File: src/rtl/edge_event_unit.sv
// Multi-channel edge/event detector: synchroniser, glitch filter, mode-qualified
// edge pulse, sticky flag and saturating counter per channel.
module edge_event_unit #(
  parameter int CHANNELS    = 4,
  parameter int SYNC_STAGES = 2,
  parameter int FILT_W      = 4,
  parameter int CNT_W       = 8
) (
  input  logic                      clk,
  input  logic                      rst_n,
  input  logic [CHANNELS-1:0]       sig_in,
  input  logic [2*CHANNELS-1:0]     mode,
  input  logic [FILT_W-1:0]         filt_len,
  input  logic [CHANNELS-1:0]       flag_clr,
  input  logic                      cnt_clr,
  output logic [CHANNELS-1:0]       level,
  output logic [CHANNELS-1:0]       edge_pulse,
  output logic [CHANNELS-1:0]       event_flag,
  output logic [CNT_W*CHANNELS-1:0] event_cnt
);

  function automatic logic [CNT_W-1:0] sat_inc(input logic [CNT_W-1:0] v);
    return (&v) ? v : v + CNT_W'(1);
  endfunction

  for (genvar ch = 0; ch < CHANNELS; ch++) begin : g_ch
    logic [SYNC_STAGES-1:0] sync_p0;
    logic [FILT_W-1:0]      fcnt_p1;
    logic                   level_p1;
    logic                   pend_p2;
    logic                   pulse_p3;
    logic                   flag_p4;
    logic [CNT_W-1:0]       cnt_p4;
    logic                   sync_bit;
    logic                   change;
    logic                   qualified;

    assign sync_bit  = sync_p0[SYNC_STAGES-1];
    assign change    = (sync_bit != level_p1) && (fcnt_p1 >= filt_len);
    // The mode sampled here is the one present at the edge where level moves.
    assign qualified = sync_bit ? mode[2*ch] : mode[2*ch+1];

    always_ff @(posedge clk) begin
      if (!rst_n) begin
        sync_p0  <= '0;
        fcnt_p1  <= '0;
        level_p1 <= 1'b0;
        pend_p2  <= 1'b0;
        pulse_p3 <= 1'b0;
        flag_p4  <= 1'b0;
        cnt_p4   <= '0;
      end else begin
        // p0: synchroniser shift chain
        sync_p0 <= (sync_p0 << 1) | SYNC_STAGES'(sig_in[ch]);

        // p1: glitch filter, >= lets a shortened filt_len release immediately
        if (sync_bit == level_p1) begin
          fcnt_p1 <= '0;
        end else if (change) begin
          level_p1 <= sync_bit;
          fcnt_p1  <= '0;
        end else begin
          fcnt_p1 <= fcnt_p1 + FILT_W'(1);
        end

        // p2/p3: qualified transition, then the registered one-cycle strobe
        pend_p2  <= change && qualified;
        pulse_p3 <= pend_p2;

        // p4: sticky flag (set beats clear) and counter (a pulse survives cnt_clr)
        flag_p4 <= pulse_p3 | (flag_p4 & ~flag_clr[ch]);
        if (cnt_clr)       cnt_p4 <= pulse_p3 ? CNT_W'(1) : '0;
        else if (pulse_p3) cnt_p4 <= sat_inc(cnt_p4);
      end
    end

    assign level[ch]                       = level_p1;
    assign edge_pulse[ch]                  = pulse_p3;
    assign event_flag[ch]                  = flag_p4;
    assign event_cnt[CNT_W*ch +: CNT_W]    = cnt_p4;
  end

endmodule
File: config.mk
export PLATFORM = sky130hd
export DESIGN_NAME = edge_event_unit
export DESIGN_NICKNAME = d
export VERILOG_FILES = /design/src/rtl/edge_event_unit.sv
export SDC_FILE = /design/constraint.sdc
export NUM_CORES = 1
export LEC_CHECK = 0
export BUFFER_PORTS_ARGS = -buffer_cell sky130_fd_sc_hd__buf_2
export CORE_MARGIN = 2
export CORE_UTILIZATION = 50
export CTS_BUF_LIST = sky130_fd_sc_hd__clkbuf_2 sky130_fd_sc_hd__clkbuf_4 sky130_fd_sc_hd__clkbuf_8
export DETAILED_ROUTE_END_ITERATION = 10
export PLACE_DENSITY = 0.73
export SLEW_MARGIN = 40
export SYNTH_ARGS = -nofsm -noshare
export SYNTH_HDL_FRONTEND = slang
export SYNTH_SLANG_ARGS = --single-unit
File: constraint.sdc
create_clock -name clk -period 4 [get_ports clk]
set_input_delay 0.4 -clock clk [delete_from_list [all_inputs] [get_ports clk]]
set_output_delay 0.4 -clock clk [all_outputs]
set_load 0.05 [all_outputs]
==> impl_metrics.json <==
{
  "die-area_um2": 7840,
  "layout-drive-gt1-share_pct": 22.6,
  "drt-initial-drc-count": 99,
  "ys_seq_area_share_pct": 40.3,
  "cts.path.max_buffers": 2,
  "period_share_pct": 42.4,
  "cpMaxStageDelayCell": "a2111oi_4",
  "setup-tns-final_ns": 0,
  "io_pins": 67,
  "hold_buffers": 0,
  "clkLatencyLatePin_ns": 0.35,
  "synth_edf_count": 0,
  "route.detailed.drc": 0,
  "dpl_worst_slack_ns": 2.09,
  "wl_per_cell_um": 13.1,
  "max-slew-margin-rel_pct": 56.1,
  "core_area_um2": 6870,
  "antenna_found_initial": 0,
  "grt_max_degree": 39,
  "crit_type": "register to register",
  "dpl.cell_count": 514,
  "yosys_register_bits": 72,
  "ys.flop_type": "dfxtp_1",
  "synth_top_family_by_area": "simple AND/OR/NAND/NOR gates",
  "grt_setup_unrepaired": "no",
  "track_usage_pct": 18.5,
  "slew_violations": 0,
  "die_h_um": 88.5,
  "die_w_um": 88.5,
  "final_core_util_pct": 59.2,
  "cp-end-kind": "register",
  "cts_buffers": 9,
  "fin_crit_ns": 1.70,
  "synthAdderAreaFrac_pct": 8.40,
  "io_buffers": 66,
  "dr_wl_met2_um": 3200,
  "cts_root_buffer": "clkbuf_8",
  "grt_overflow": 0,
  "p_per_area_nw_per_um2": 357,
  "finalPower_w": 0.00145,
  "rr_worst_depth": 6,
  "cts_setup_buffers": 0,
  "clk_pin_slew_ns": 0.08,
  "antenna_left": 0,
  "hp-class": "input pin to register",
  "place_hpwl_um": 4900,
  "yosys.area_share.simple_pct": 21.6,
  "gp_congestion": 0.799,
  "hold_violations": 0,
  "synth_cell_types": 45,
  "arrival_ns": 1.94,
  "rows": 30,
  "grt_pass1_wl_um": 11300,
  "drt_pre_antenna_iters": 4,
  "avgViaCountPerCell": 5.28,
  "cp.required_ns": 4.24,
  "cts.sinks": 72,
  "cts_resized": 0,
  "wl_met3_um": 304,
  "crit_path_start_kind": "register",
  "maxCapViolations": 0,
  "p_leak_nw": 1.73,
  "route.vias.total": 2800,
  "synth-xor-area-share_pct": 3.68,
  "worst_slack_ns": 2.30,
  "skew_ns": 0.0120,
  "dr.max_layer_used": "met4",
  "ys_async_sr_fraction_pct": 0,
  "h-tree-depth": 3,
  "syn_area_um2": 3570,
  "status": "complete, no violations",
  "cts_tree": "yes",
  "stdcell_count": 530,
  "synth_cells": 379,
  "syn_nets": 426,
  "crit_chain": "inv_1, ha_1, nand2b_1, a2111oi_4, nor2_1, and3_1",
  "max_stage_delay_ns": 0.40,
  "area_delta_synth_final_pct": 13.9,
  "diodes": 0,
  "finalSetupViolations": 0,
  "fmax_mhz": 590,
  "final_nets": 476,
  "wl_um": 6930,
  "critPathMaxFanout": 4,
  "post_synth.cell_area_avg_um2": 9.43,
  "drt-met1-wl_um": 3260,
  "ir_drop_mv": 0.255,
  "first_global_vias": 2547,
  "worst_pin_slew_ns": 0.659,
  "yosys_warnings": 0,
  "holdPathStages": 2,
  "muxShareOfSynthArea_pct": 2.80,
  "initial_core_util_pct": 52.0,
  "synth-compound-area-share_pct": 16.5
}
==> final timing paths <==
check	startpoint	to	slack (ns)
worst min-delay path	sig_in[3]	g_ch[3].sync_p0[0]$_SDFF_PN0_	0.26
worst max-delay path	g_ch[1].fcnt_p1[0]$_SDFF_PP0_	g_ch[1].pend_p2$_SDFF_PN0_	2.30
worst max register to register	g_ch[1].fcnt_p1[0]$_SDFF_PP0_	g_ch[1].pend_p2$_SDFF_PN0_	2.30
worst min register to register	g_ch[2].sync_p0[0]$_SDFF_PN0_	g_ch[2].sync_p0[1]$_SDFF_PN0_	0.43
==> state kept, by name, indices dropped and copies added (netlist names) <==
signal         count
g_ch.pend_p2       4
g_ch.flag_p4       4
g_ch.sync_p0       8
g_ch.pulse_p3      4
g_ch.fcnt_p1      16
g_ch.cnt_p4       32
g_ch.level_p1      4
==> cells in the mapped netlist (2+ instances only) <==
master     count  share of area (%)
o21a_1         8                1.7
a21boi_0       3               0.63
a21oi_1       13                1.8
a21bo_2        2               0.56
nor3_1        10                1.4
a2111oi_4      4                3.1
inv_1         14                1.5
nand4_1        9                1.6
o21ai_0        7               0.98
a211oi_1       4               0.84
nand3_1       13                1.8
nor2_1        45                4.7
and3_1        11                1.9
buf_4         13                2.7
a31oi_1        7                1.2
and4_1         4               0.98
or2_2          2               0.35
xor2_1         5                1.2
clkbuf_8       2               0.77
buf_2          6               0.84
a41oi_1        4               0.98
ha_1          24                8.4
nand2b_1       5               0.88
xnor2_1       10                2.5
nand3b_1       3               0.63
a22o_1         4               0.98
o221ai_2       4                1.7
and2_1        12                2.1
dfxtp_1       72                 40
nand2_1       18                1.9
nor2b_1       13                2.3
mux2i_1       10                2.8
clkbuf_1       4               0.42
a311oi_1       3               0.74
==> layer usage <==
| layer | up-vias | global-route usage [%] |
|---|---|---|
| met4 | 0 | 9.64 |
| met1 | 1289 | 23.7 |
| met3 | 15 | 4.10 |
| met2 | 68 | 29.2 |
| li1 | 1428 | - |
| met5 | - | 0 |
==> critical path, delay by kind of cell, from the launching register on <==
kind	cells	cell delay, ns
AND/OR/NAND/NOR	3	0.49
AO/OA/AOI/OAI	1	0.40
flip-flops	1	0.39
adder cells (fa/ha/maj)	1	0.26
buffers and inverters	1	0.06
==> logic make-up after synthesis <==
| family | count (synthesis) |
|---|---|
| xor gates and xnor gates | 15 |
| AOI/OAI and AO/OA | 67 |
| DFF | 72 |
| and+or+nand+nor | 150 |
| adders and majority gates | 24 |
| buffers and inverters | 41 |
| muxes | 10 |
==> area by class of cell <==
cell class | instances | area [um^2]
Clock buffer | 10 | 138
Clock inverter | 6 | 91.3
Sequential cell | 72 | 1440
Multi-Input combinational cell | 266 | 1900
Inverter | 14 | 52.6
Tap cell | 96 | 120
Timing Repair Buffer | 66 | 330
Fill cell | 616 | 2800
==> power by group <==
part,internal [W],leakage [nW],switching [W]
registers,0.000722,0.582,0.00000373
clock network,0.000371,0.117,0.000286
logic,0.0000314,1.04,0.0000383
total,0.00112,1.73,0.000328
==> cells in the final DEF, fill, tap and decap left out, types with 2 or more instances in the layout <==
| cell type | n |
|---|---|
| clkinv_4 | 2 |
| and3_1 | 11 |
| nand4_1 | 9 |
| nor2b_1 | 13 |
| o21ai_0 | 7 |
| nor3_1 | 10 |
| buf_2 | 66 |
| a2111oi_4 | 4 |
| or2_2 | 2 |
| and2_1 | 12 |
| xnor2_1 | 10 |
| o221ai_2 | 4 |
| a21bo_2 | 2 |
| a211oi_1 | 4 |
| nand2_1 | 18 |
| nor2_1 | 45 |
| o21a_1 | 8 |
| and4_1 | 4 |
| inv_1 | 14 |
| xor2_1 | 5 |
| bufinv_16 | 2 |
| clkbuf_8 | 10 |
| nand2b_1 | 4 |
| a21boi_0 | 3 |
| a311oi_1 | 3 |
| a31oi_1 | 7 |
| nand3b_1 | 3 |
| mux2i_1 | 10 |
| nand3_1 | 13 |
| a21oi_1 | 13 |
| dfxtp_1 | 72 |
| a41oi_1 | 4 |
| a22o_1 | 4 |
| ha_1 | 24 |
==> per-stage QoR <==
stage | area, um^2 | hold slack [ns]
after floorplan | 3570 | 0.412
after global placement | 3840 | 0.415
after detailed placement | 3840 | 0.419
after CTS | 4070 | 0.245
after global routing | 4070 | 0.256
final | 4070 | 0.260
Note: power is estimated with default switching activity, not from simulation.
